--- config.mk ---
export PLATFORM = sky130hd
export DESIGN_NAME = regfile_wb_scheduler_flat
export DESIGN_NICKNAME = d
export VERILOG_FILES = /design/src/rtl/regfile_wb_scheduler_pkg.sv /design/src/rtl/regfile_wb_scheduler_if.sv /design/src/rtl/regfile_wb_scheduler_rr_arb2.sv /design/src/rtl/regfile_wb_scheduler.sv /design/src/flat_wrapper.sv
export SDC_FILE = /design/constraint.sdc
export NUM_CORES = 1
export LEC_CHECK = 0
export ABC_AREA = 1
export CAP_MARGIN = 20
export CELL_PAD_IN_SITES_DETAIL_PLACEMENT = 0
export CELL_PAD_IN_SITES_GLOBAL_PLACEMENT = 1
export CORE_ASPECT_RATIO = 0.9
export CORE_MARGIN = 5
export CORE_UTILIZATION = 32
export CTS_CLUSTER_SIZE = 40
export DETAILED_ROUTE_END_ITERATION = 10
export HOLD_SLACK_MARGIN = 0.08
export PLACE_DENSITY = 0.95
export SYNTH_ARGS = -nofsm -noshare
export SYNTH_HDL_FRONTEND = slang
export SYNTH_HIERARCHICAL = 1
export SYNTH_SLANG_ARGS = --single-unit
--- constraint.sdc ---
create_clock -name CLK -period 6.4 [get_ports CLK]
set_input_delay 1.6 -clock CLK [delete_from_list [all_inputs] [get_ports CLK]]
set_output_delay 1.6 -clock CLK [all_outputs]
set_load 0.01 [all_outputs]
--- src/rtl/regfile_wb_scheduler_pkg.sv ---
// Shared constants and types for the register-file writeback scheduler.
package regfile_pkg;

    localparam int XLEN = 32;
    localparam int AW   = 5;
    localparam int NREG = 1 << AW;

    // Requester ids double as bit positions in the arbiter request/grant vectors.
    typedef enum logic {
        REQ_ALU = 1'b0,
        REQ_LSU = 1'b1
    } reqIdT;

    typedef logic [AW-1:0]   regAddrT;
    typedef logic [XLEN-1:0] dataT;

    function automatic logic [NREG-1:0] oneHot(input regAddrT idx);
        return NREG'(1) << idx;
    endfunction

endpackage

--- src/rtl/regfile_wb_scheduler_if.sv ---
// Decode, writeback-requester and register-file write-port bundle of the scheduler.
interface regfile_wb_scheduler_if import regfile_pkg::*; ();

    logic            rsv_valid;
    regAddrT         rsv_rd;
    logic            rsv_ready;
    regAddrT         q_rs1;
    regAddrT         q_rs2;
    logic            hazard;
    logic            alu_valid;
    regAddrT         alu_rd;
    dataT            alu_data;
    logic            alu_ready;
    logic            lsu_valid;
    regAddrT         lsu_rd;
    dataT            lsu_data;
    logic            lsu_ready;
    logic            rf_we;
    regAddrT         rf_wa;
    dataT            rf_wd;
    logic [NREG-1:0] pending;

    modport master (
        output rsv_valid, rsv_rd, q_rs1, q_rs2,
        output alu_valid, alu_rd, alu_data, lsu_valid, lsu_rd, lsu_data,
        input  rsv_ready, hazard, alu_ready, lsu_ready,
        input  rf_we, rf_wa, rf_wd, pending
    );

    modport slave (
        input  rsv_valid, rsv_rd, q_rs1, q_rs2,
        input  alu_valid, alu_rd, alu_data, lsu_valid, lsu_rd, lsu_data,
        output rsv_ready, hazard, alu_ready, lsu_ready,
        output rf_we, rf_wa, rf_wd, pending
    );

endinterface

--- src/rtl/regfile_wb_scheduler_rr_arb2.sv ---
// Two-input writeback arbiter: round-robin when REGFILE_WB_RR_EN is defined,
// otherwise fixed priority with the load unit ahead of the ALU.
module rr_arb2 import regfile_pkg::*; (
`ifdef REGFILE_WB_RR_EN
    input  logic       CLK,
    input  logic       RST,
    input  logic       EN,
`endif
    input  logic [1:0] req_i,
    output logic [1:0] gnt_o
);

`ifdef REGFILE_WB_RR_EN
    reqIdT ptr_q, ptr_d;

    always_ff @(posedge CLK) begin
        if (RST) ptr_q <= REQ_LSU;
        else     ptr_q <= ptr_d;
    end

    // The pointer names the favoured requester and moves to the loser after a grant.
    always_comb begin
        gnt_o = '0;
        ptr_d = ptr_q;
        if (req_i[REQ_LSU] && (!req_i[REQ_ALU] || ptr_q == REQ_LSU)) begin
            gnt_o[REQ_LSU] = 1'b1;
        end else if (req_i[REQ_ALU]) begin
            gnt_o[REQ_ALU] = 1'b1;
        end
        if (EN) begin
            if (gnt_o[REQ_LSU])      ptr_d = REQ_ALU;
            else if (gnt_o[REQ_ALU]) ptr_d = REQ_LSU;
        end
    end
`else
    always_comb begin
        gnt_o          = '0;
        gnt_o[REQ_LSU] = req_i[REQ_LSU];
        gnt_o[REQ_ALU] = req_i[REQ_ALU] & ~req_i[REQ_LSU];
    end
`endif

endmodule

--- src/rtl/regfile_wb_scheduler.sv ---
// Register-file write-port owner: arbitrates ALU/LSU writebacks and tracks pending writes.
// Build option: REGFILE_WB_RR_EN selects round-robin arbitration instead of fixed LSU priority.
module regfile_wb_scheduler import regfile_pkg::*; (
    input  logic                   CLK,
    input  logic                   RST,
    input  logic                   EN,
    regfile_wb_scheduler_if.slave  bus
);

    logic            active;
    logic [1:0]      req, gnt;
    logic            grantAny;
    regAddrT         grantRd;
    dataT            grantData;
    logic            rsvAccept;
    logic [NREG-1:0] pending_q, pending_d;
    logic            rfWe_q, rfWe_d;
    regAddrT         rfWa_q;
    dataT            rfWd_q;

    assign active = EN & ~RST;
    assign req    = {bus.lsu_valid & active, bus.alu_valid & active};

    rr_arb2 uArb (
`ifdef REGFILE_WB_RR_EN
        .CLK   (CLK),
        .RST   (RST),
        .EN    (EN),
`endif
        .req_i (req),
        .gnt_o (gnt)
    );

    assign bus.alu_ready = gnt[REQ_ALU];
    assign bus.lsu_ready = gnt[REQ_LSU];
    assign grantAny      = |gnt;
    assign grantRd       = gnt[REQ_LSU] ? bus.lsu_rd   : bus.alu_rd;
    assign grantData     = gnt[REQ_LSU] ? bus.lsu_data : bus.alu_data;

    // A reservation stalls on an outstanding write unless that write retires this very cycle.
    assign rsvAccept = active & bus.rsv_valid &
                       ((bus.rsv_rd == '0) | ~pending_q[bus.rsv_rd] |
                        (grantAny & (grantRd == bus.rsv_rd)));

    // Clear is applied before set so a same-cycle re-reservation keeps the bit high.
    always_comb begin
        pending_d = pending_q;
        if (grantAny)                       pending_d = pending_d & ~oneHot(grantRd);
        if (rsvAccept && bus.rsv_rd != '0)  pending_d = pending_d | oneHot(bus.rsv_rd);
        pending_d[0] = 1'b0;
        rfWe_d = grantAny & (grantRd != '0);
    end

    always_ff @(posedge CLK) begin
        if (RST) begin
            pending_q <= '0;
            rfWe_q    <= 1'b0;
            rfWa_q    <= '0;
            rfWd_q    <= '0;
        end else begin
            pending_q <= pending_d;
            rfWe_q    <= rfWe_d;
            if (grantAny) begin
                rfWa_q <= grantRd;
                rfWd_q <= grantData;
            end
        end
    end

    assign bus.rsv_ready = rsvAccept;
    assign bus.hazard    = (pending_q[bus.q_rs1] & (bus.q_rs1 != '0)) |
                           (pending_q[bus.q_rs2] & (bus.q_rs2 != '0));
    assign bus.rf_we     = rfWe_q;
    assign bus.rf_wa     = rfWa_q;
    assign bus.rf_wd     = rfWd_q;
    assign bus.pending   = pending_q;

endmodule

--- src/flat_wrapper.sv ---
// flat-port wrapper written by rule: the top's interface ports become plain ports
module regfile_wb_scheduler_flat import regfile_pkg::*;
  (CLK, RST, EN, bus_rsv_valid, bus_rsv_rd, bus_q_rs1, bus_q_rs2, bus_alu_valid, bus_alu_rd, bus_alu_data, bus_lsu_valid, bus_lsu_rd, bus_lsu_data, bus_rsv_ready, bus_hazard, bus_alu_ready, bus_lsu_ready, bus_rf_we, bus_rf_wa, bus_rf_wd, bus_pending);
  regfile_wb_scheduler_if bus_i ();
  input  logic CLK;
  input  logic RST;
  input  logic EN;
  input wire logic [$bits(bus_i.rsv_valid)-1:0] bus_rsv_valid;
  input wire logic [$bits(bus_i.rsv_rd)-1:0] bus_rsv_rd;
  input wire logic [$bits(bus_i.q_rs1)-1:0] bus_q_rs1;
  input wire logic [$bits(bus_i.q_rs2)-1:0] bus_q_rs2;
  input wire logic [$bits(bus_i.alu_valid)-1:0] bus_alu_valid;
  input wire logic [$bits(bus_i.alu_rd)-1:0] bus_alu_rd;
  input wire logic [$bits(bus_i.alu_data)-1:0] bus_alu_data;
  input wire logic [$bits(bus_i.lsu_valid)-1:0] bus_lsu_valid;
  input wire logic [$bits(bus_i.lsu_rd)-1:0] bus_lsu_rd;
  input wire logic [$bits(bus_i.lsu_data)-1:0] bus_lsu_data;
  output wire logic [$bits(bus_i.rsv_ready)-1:0] bus_rsv_ready;
  output wire logic [$bits(bus_i.hazard)-1:0] bus_hazard;
  output wire logic [$bits(bus_i.alu_ready)-1:0] bus_alu_ready;
  output wire logic [$bits(bus_i.lsu_ready)-1:0] bus_lsu_ready;
  output wire logic [$bits(bus_i.rf_we)-1:0] bus_rf_we;
  output wire logic [$bits(bus_i.rf_wa)-1:0] bus_rf_wa;
  output wire logic [$bits(bus_i.rf_wd)-1:0] bus_rf_wd;
  output wire logic [$bits(bus_i.pending)-1:0] bus_pending;
  assign bus_i.rsv_valid = bus_rsv_valid;
  assign bus_i.rsv_rd = bus_rsv_rd;
  assign bus_i.q_rs1 = bus_q_rs1;
  assign bus_i.q_rs2 = bus_q_rs2;
  assign bus_i.alu_valid = bus_alu_valid;
  assign bus_i.alu_rd = bus_alu_rd;
  assign bus_i.alu_data = bus_alu_data;
  assign bus_i.lsu_valid = bus_lsu_valid;
  assign bus_i.lsu_rd = bus_lsu_rd;
  assign bus_i.lsu_data = bus_lsu_data;
  assign bus_rsv_ready = bus_i.rsv_ready;
  assign bus_hazard = bus_i.hazard;
  assign bus_alu_ready = bus_i.alu_ready;
  assign bus_lsu_ready = bus_i.lsu_ready;
  assign bus_rf_we = bus_i.rf_we;
  assign bus_rf_wa = bus_i.rf_wa;
  assign bus_rf_wd = bus_i.rf_wd;
  assign bus_pending = bus_i.pending;
  regfile_wb_scheduler u_core (.CLK(CLK), .RST(RST), .EN(EN), .bus(bus_i));
endmodule
==> out/metrics.yaml <==
status:
  status: "finished, final reports clean"
layout:
  area_delta_synth_final_pct: 45.9
  drive_above_1_share_pct: 4.73
  final_nets: 978
  antennaDiodeCount: 0
  stdcell_count: 1056
  n_fill_cell: 1408
  final_cell_mix: "220 x nand2_1, 167 x clkdlybuf4s50_1, 100 x nand3_1, 79 x inv_1, 69 x dfxtp_1"
  layout_commonest_cell: "nand2_1"
critical_path:
  startpoint_type: "input port"
  cp-end-kind: "output pin"
  r2r_cells: 10
  path_max_fanout: 21
  r2r_slack_ns: 4.68
  r2r_start: "u_core/bus.pending[26]"
  max_stage_delay_ns: 0.53
  critPathMostFrequentCell: "nand2_1"
  cp_num_buf_inv: 6
  critical-path-slowest-cell: "clkdlybuf4s50_1"
  r2r-end: "u_core/bus.pending[2]"
  required_ns: 4.80
  crit_arrival_ns: 4.25
  crit_family: "simple AND/OR/NAND/NOR gates"
  crit_type: "input port to output pin"
  crit_chain: "clkdlybuf4s50_1, inv_1, nand2_1, nor2_4, inv_2, nand2_1, nand2_2, nand2_1, nand2_1, nor2_1, nand3_1, nand2_1, inv_2, nand3_4, nand2_1, inv_1, clkdlybuf4s50_1"
placed_design:
  place_ws_ns: 0.542
  dp_hpwl_um: 12700
  portBuffers: 167
  routabilityCongestion: 0.863
  place_inst: 1040
power_and_ir_drop:
  p_leak_nw: 2.75
  fin_total_pwr_mw: 1.16
  power_density_mw_per_mm2: 180
  ir_drop_mv: 0.173
logic_synthesis:
  yosysWarnings: 6
  synth_cell_types: 28
  synth_top_family_by_area: "simple AND/OR/NAND/NOR gates"
  synth-xor-area-share_pct: 0
  synth_nets: 838
  seq_area_frac_synth_pct: 31.2
  synth_compound_area_share_pct: 15.5
  synth_cells: 743
  synth_fa_ha_area_share_pct: 0
  syn_area_mm2: 0.00442
  ys_seq_elements: 69
  syn_area_per_cell_um2: 5.95
  synth_mux_area_share_pct: 0
  synthSimpleGateAreaFrac_pct: 40.4
clocking:
  cts_tree: "yes"
  post_cts_buffers: 0
  clk_latency_ns: 0.33
  postCtsHoldBufs: 0
  path_clk_slew_ns: 0.06
  h-tree-depth: 3
  cts-root-buf: "clkbuf_16"
  post_cts_resized: 0
  cts_buffers: 9
  clock_path_buffers: 2
  cts.sinks: 69
sta:
  maxSlewViolCount: 0
  relSlewSlack_pct: 35.9
  rsz0062_at_grt: "no"
  tns_ns: 0
  skew_ns: 0.00519
  hold_violations: 0
  fin_ws_ns: 0.546
  finalSetupViolCount: 0
  finalCriticalPeriod_ns: 5.85
  worst_pin_slew_ns: 0.958
  holdWs_ns: 0.484
  fin_crit_sh_pct: 91.5
  fmax_mhz: 171
route:
  wl_per_cell_um: 16.1
  ant_nets: 0
  vias_per_cell: 5.10
  drc: 0
  vias: 5389
  firstDrtPassIters: 4
  drt_iter0_drc: 491
  routed_wl_um: 17000
global_route:
  antenna_found_initial: 0
  grt_busiest_layer: "met2"
  grt_max_degree: 38
  met2_usage_pct: 32.7
  globalRouteMet3Util_pct: 8.51
  grt.overflow.total: 0
  use_met1_pct: 26.6
  grt_pass1_vias: 4919
  grt_pass1_wl_um: 26800
  grtUsageTotal_pct: 20.5
min_path:
  min_from: "u_core/bus.rf_wd[30]"
  min_path_cells: 2
  min_to: "u_core/bus.rf_wd[30]"
  hold_path.class: "register to register"
die:
  core_area_mm2: 0.0135
  ioPinCount: 169
  rows: 40
  die_w_um: 134
  dieArea_mm2: 0.0163
  dieHeight_um: 122
  start_util_pct: 32.9
flow_run:
  cap_violations: 0
==> cell families (layout without fill, tap and decap cells) <==
group	count (synthesis)	after routing
buffers and inverters	137	282
other	1	1
AND/OR/NAND/NOR	407	407
flip-flops	69	69
AO/OA/AOI/OAI	129	129
==> cell usage after synthesis (all sizes together) <==
master,number,share of area [%]
conb,1,0.085
inv,83,7.0
o31ai,1,0.17
nand4,33,4.7
nand3b,1,0.17
nor2,35,3.0
o221ai,1,0.20
or2,2,0.28
dfxtp,69,31
a21oi,50,5.7
clkbuf,37,3.1
o21ai,64,7.2
clkinv,1,0.085
nand3,101,12
o211ai,8,1.4
nor3,12,1.4
nand2,223,19
buf,16,2.5
a31oi,2,0.28
o2111ai,3,0.59
==> layout make-up <==
| class | count | area [um2] | area share, % |
|---|---|---|---|
| clock buffers | 10 | 239 | 3.70 |
| clock inverters | 6 | 38.8 | 0.601 |
| inverters | 84 | 315 | 4.88 |
| multi-input cells | 537 | 2490 | 38.5 |
| flip-flops and latches | 69 | 1380 | 21.4 |
| well taps | 168 | 210 | 3.26 |
| repair buffers | 182 | 1780 | 27.6 |
==> per-stage QoR <==
step / area (um2) / util [%]
6_report: 6460 / 48.0
4_1_cts: 6460 / 48.0
3_3_place_gp: 6180 / 45.9
2_1_floorplan: 4420 / -
5_1_grt: 6460 / 48.0
3_5_place_dp: 6180 / 45.9
==> per-layer routing <==
metal	part of all wire, %	up-vias
li1	-	2720
met1	42	2400
met2	45	256
met3	12	13
met4	1.0	0
met5	0	-
==> worst max path at each step <==
stage                     start            end  slack (ns)  cells past startpoint
final                       RST  bus_rsv_ready        0.55                     17
after global routing        RST  bus_rsv_ready        0.28                     17
after CTS                   RST  bus_rsv_ready        0.54                     17
after detailed placement    RST  bus_rsv_ready        0.54                     17
after global placement      RST  bus_rsv_ready        0.56                     17
after floorplan             RST  bus_rsv_ready        1.63                     15
==> flip-flops by register name (all words and copies together), names as in the netlist <==
signal              flops
u_core/bus.rf_wa        5
u_core/bus.rf_we        1
u_core/bus.pending     31
u_core/bus.rf_wd       32
==> worst reg2reg max path, delay by kind of cell, from the launching register on <==
kind | cells | cell delay (ns)
buffers and inverters | 1 | 0.29
flip-flops | 1 | 0.38
AO/OA/AOI/OAI | 1 | 0.19
AND/OR/NAND/NOR | 8 | 0.80
==> power by group <==
| group | switching, mW | internal [mW] |
|---|---|---|
| registers | 0.00806 | 0.444 |
| clock network | 0.192 | 0.271 |
| logic | 0.132 | 0.115 |
Note: power is estimated with default switching activity, not from simulation.
==> patch 1: new RTL, same settings <==
The option `REGFILE_WB_RR_EN` is turned on by a define.
--- a/src/rtl/regfile_wb_scheduler_rr_arb2.sv
+++ b/src/rtl/regfile_wb_scheduler_rr_arb2.sv
@@ -1,5 +1,7 @@
 // Two-input writeback arbiter: round-robin when REGFILE_WB_RR_EN is defined,
 // otherwise fixed priority with the load unit ahead of the ALU.
+`define REGFILE_WB_RR_EN
+
 module rr_arb2 import regfile_pkg::*; (
 `ifdef REGFILE_WB_RR_EN
     input  logic       CLK,
Function: changed (Yosys sat finds a counterexample within 4 cycles, from zero or initial values and one cycle with RST high).
==> patch 1 against the original RTL <==
Worst setup slack lost 0.12 ns; sequential cell count grew 1; design area up 1.4%; combinational power grew 2%; wire length rose by 0.28%; largest cell class unchanged; power is 3.1% higher; synthesized area grew 0.96%; critical path type unchanged; highest routed layer unchanged; largest power group unchanged.
==> patch 1: results (changes against the original RTL) <==
INFO  metric dpl_cell_area = 6250 µm² (+1.1%)
INFO  metric all_layer_global_routing_usage = 20.3% (-0.25 points)
INFO  metric result_of_the_run = complete, no violations
INFO  metric crit_family = buffers and inverters
INFO  metric signal_buffers = 183 (+0.55%)
INFO  metric post_route_cells_drive_above_1_share = 4.80% (+0.069 points)
INFO  metric total_clock_sinks = 70 (+1.4%)
INFO  metric placed_instance_count = 1052 (+1.2%)
INFO  metric buffer_area_share = 27.4% (-0.26 points)
INFO  metric worstReg2RegEnd = u_core/bus.pending[5]$_SDFF_PP0_
INFO  metric clock_buffer_count = 12 (+2)
INFO  metric synth_nets = 844 (+0.72%)
INFO  metric final-clk-cell-share = 4.53% (+0.23 points)
INFO  metric synth.yosys.seq_area_share = 31.4% (+0.15 points)
INFO  metric netlist.area_leader.share = 31.4% (+0.15 points)
INFO  metric num-fill-cells = 1435 (+1.9%)
INFO  metric first_pass_grt_wire_length = 26600 µm (-0.77%)
INFO  metric finalNetCount = 986 (+0.82%)
INFO  metric post_synth_main_area_contributors = sky130_fd_sc_hd__dfxtp_1 31%, sky130_fd_sc_hd__nand2_1 19%, sky130_fd_sc_hd__nand3_1 11%, sky130_fd_sc_hd__o21ai_0 7.2%, sky130_fd_sc_hd__inv_1 6.7%
INFO  metric area.share.sequential = 21.4% (about the same)
INFO  metric multiInputCombCellCount = 542 (+0.93%)
INFO  metric dp_hpwl = 12600 µm (-0.29%)
INFO  metric timing_worst_slew_pin_value = 1.12 ns (+0.163 ns)
INFO  metric p_leak = 2.79 nW (+1.4%)
INFO  metric crit_path_max_fanout = 12 (-43%)
INFO  metric synth_cell_type_count = 29 (+3.6%)
INFO  metric via_per_inst = 5.15 (+1.0%)
INFO  metric syn-mean-instance-area = 5.96 µm² (+0.15%)
INFO  metric r2r-start = u_core/uArb/ptr_q$_SDFFE_PP1P_
INFO  metric detail_route.wl_per_cell = 15.9 µm (-0.85%)
INFO  metric inverters = 85 (+1.2%)
INFO  metric post_synth_most_frequent_cells = 222 x sky130_fd_sc_hd__nand2_1, 102 x sky130_fd_sc_hd__nand3_1, 80 x sky130_fd_sc_hd__inv_1, 70 x sky130_fd_sc_hd__dfxtp_1, 64 x sky130_fd_sc_hd__o21ai_0
INFO  metric grt_pass1_vias = 5121 (+4.1%)
-- patch 1: stage by stage --
| stage | utilization, % | power (mW) | worst slack, ns | hold WS [ns] |
|---|---|---|---|---|
| after floorplan | - | 0.591 | 1.23 | 0.457 |
| after global placement | 45.1 | 0.718 | 0.478 | 0.467 |
| after detailed placement | 45.1 | 0.717 | 0.452 | 0.479 |
| after CTS | 47.3 | 1.21 | 0.434 | 0.495 |
| after global routing | 47.3 | 1.25 | 0.182 | 0.533 |
| final | 47.3 | 1.20 | 0.428 | 0.488 |
-- patch 1: per-layer routing --
layer / track usage (%) / share of wire, % / vias up
li1: - / - / 2742
met1: 25.4 / 42 / 2480
met2: 32.9 / 45 / 266
met3: 8.79 / 13 / 17
met4: 3.69 / 1.1 / 0
met5: 0 / 0 / -
-- patch 1: power by group --
group	internal (mW)	switching, mW	leakage [nW]
Sequential	0.450	0.00807	0.569
Combinational	0.117	0.134	2.08
Clock	0.294	0.196	0.133
Total	0.862	0.338	2.79
==> patch 2: new RTL, same settings <==
Made on the original files. Take the reset off `pending_q` and load it in a clocked block of its own.
--- a/src/rtl/regfile_wb_scheduler.sv
+++ b/src/rtl/regfile_wb_scheduler.sv
@@ -53,18 +53,20 @@
 
     always_ff @(posedge CLK) begin
         if (RST) begin
-            pending_q <= '0;
             rfWe_q    <= 1'b0;
             rfWa_q    <= '0;
             rfWd_q    <= '0;
         end else begin
-            pending_q <= pending_d;
             rfWe_q    <= rfWe_d;
             if (grantAny) begin
                 rfWa_q <= grantRd;
                 rfWd_q <= grantData;
             end
         end
+    end
+
+    always_ff @(posedge CLK) begin
+        pending_q <= pending_d;
     end
 
     assign bus.rsv_ready = rsvAccept;
Check against the original RTL: differs if RST is asserted again (counterexample within 4 cycles, from zero or initial values and one cycle with RST high); with RST held inactive, the same outputs for 4 cycles.
==> patch 2 against the original RTL <==
Power is 14% higher; sequential cell count did not move; register-to-register slack better by 0.05 ns; die area fell by 2.3%; critical path depth is 2 lower; worst setup slack worse by 0.075 ns; non-clock buffer count unchanged; synthesized area decreased by 2.5%; synthesized cell count shrank 3.0%; via count fell by 2.2%; first-iteration DRC count increased by 6.7%; design area is 1.5% lower; wire length down 5.2%; critical endpoint unchanged; largest power group is now sequential cells.
==> patch 2: results (changes against the original RTL) <==
INFO  metric final_total_power = 1.33 mW (+14%)
INFO  metric synth_xor_area_share = 0.406% (+0.41 points)
INFO  metric synth_compound_area_share = 13.9% (-1.6 points)
INFO  metric dp_hpwl = 12100 µm (-4.4%)
INFO  metric num-fill-cells = 1371 (-2.6%)
INFO  metric num_vias = 5268 (-2.2%)
INFO  metric grt_pass1_vias = 4959 (+0.81%)
INFO  metric detail_route.wl_per_cell = 15.5 µm (-3.4%)
INFO  metric skew = 0.00526 ns (+0.0000721 ns)
INFO  metric inverters = 76 (-9.5%)
INFO  metric final-clk-cell-share = 4.56% (+0.26 points)
INFO  metric synthCells = 721 (-3.0%)
INFO  metric post_synth_main_area_contributors = sky130_fd_sc_hd__dfxtp_1 32%, sky130_fd_sc_hd__nand2_1 21%, sky130_fd_sc_hd__nand3_1 10%, sky130_fd_sc_hd__o21ai_0 8.1%, sky130_fd_sc_hd__inv_1 6.3%
INFO  metric post_route_cells_drive_above_1_share = 4.95% (+0.22 points)
INFO  metric comb_power_share = 25.0% (+3.7 points)
INFO  metric hold_slack = 0.475 ns (-0.00915 ns)
INFO  metric clock_buffer_count = 9 (-1)
INFO  metric synth_cell_type_count = 31 (+11%)
INFO  metric placed_instance_count = 1021 (-1.8%)
INFO  metric met2_length = 7390 µm (-2.9%)
INFO  metric multi_input_area_share = 37.9% (-0.67 points)
INFO  metric dpl_cell_area = 6070 µm² (-1.7%)
INFO  metric buffer_area_share = 28.0% (+0.41 points)
INFO  metric irDropWorstVdd = 0.134 mV (-23%)
INFO  metric final_worst_path_setup_slack = 0.471 ns (-0.0750 ns)
INFO  metric wl_met1 = 6410 µm (-11%)
INFO  metric crit_family = buffers and inverters
INFO  metric crit_path_max_fanout = 17 (-19%)
INFO  metric power.share.switching = 30.2% (+1.5 points)
INFO  metric synth.yosys.seq_area_share = 32.0% (+0.79 points)
INFO  metric timing_worst_slew_pin_value = 1.08 ns (+0.120 ns)
INFO  metric utilization = 48.0% (about the same)
INFO  metric post_synth_most_frequent_cells = 242 x sky130_fd_sc_hd__nand2_1, 87 x sky130_fd_sc_hd__nand3_1, 72 x sky130_fd_sc_hd__inv_1, 70 x sky130_fd_sc_hd__o21ai_0, 69 x sky130_fd_sc_hd__dfxtp_1
INFO  metric all_layer_global_routing_usage = 19.8% (-0.72 points)
INFO  metric result_of_the_run = complete, no violations
INFO  metric finalNetCount = 959 (-1.9%)
==> patch 2: cell types whose count changed after synthesis, sizes merged, moves of 2 or more <==
cell | unedited run | this run
or2 | 2 | 0
inv | 83 | 75
nand4 | 33 | 31
nand3 | 101 | 88
o21ai | 64 | 75
nor2 | 35 | 39
xor2 | 0 | 2
buf | 16 | 18
clkbuf | 37 | 32
a21oi | 50 | 22
nand2 | 223 | 244
o2111ai | 3 | 1
==> patch 2: path summary, 6_finish.rpt <==
kind                                     startpoint                                end  cells after the start
hold / removal    u_core/bus.rf_wd[30]$_SDFFE_PP0N_  u_core/bus.rf_wd[30]$_SDFFE_PP0N_                      2
setup / recovery                                RST                      bus_rsv_ready                     15
setup reg to reg      u_core/bus.pending[2]$_DFF_P_     u_core/bus.pending[11]$_DFF_P_                     12
hold reg to reg   u_core/bus.rf_wd[30]$_SDFFE_PP0N_  u_core/bus.rf_wd[30]$_SDFFE_PP0N_                      2
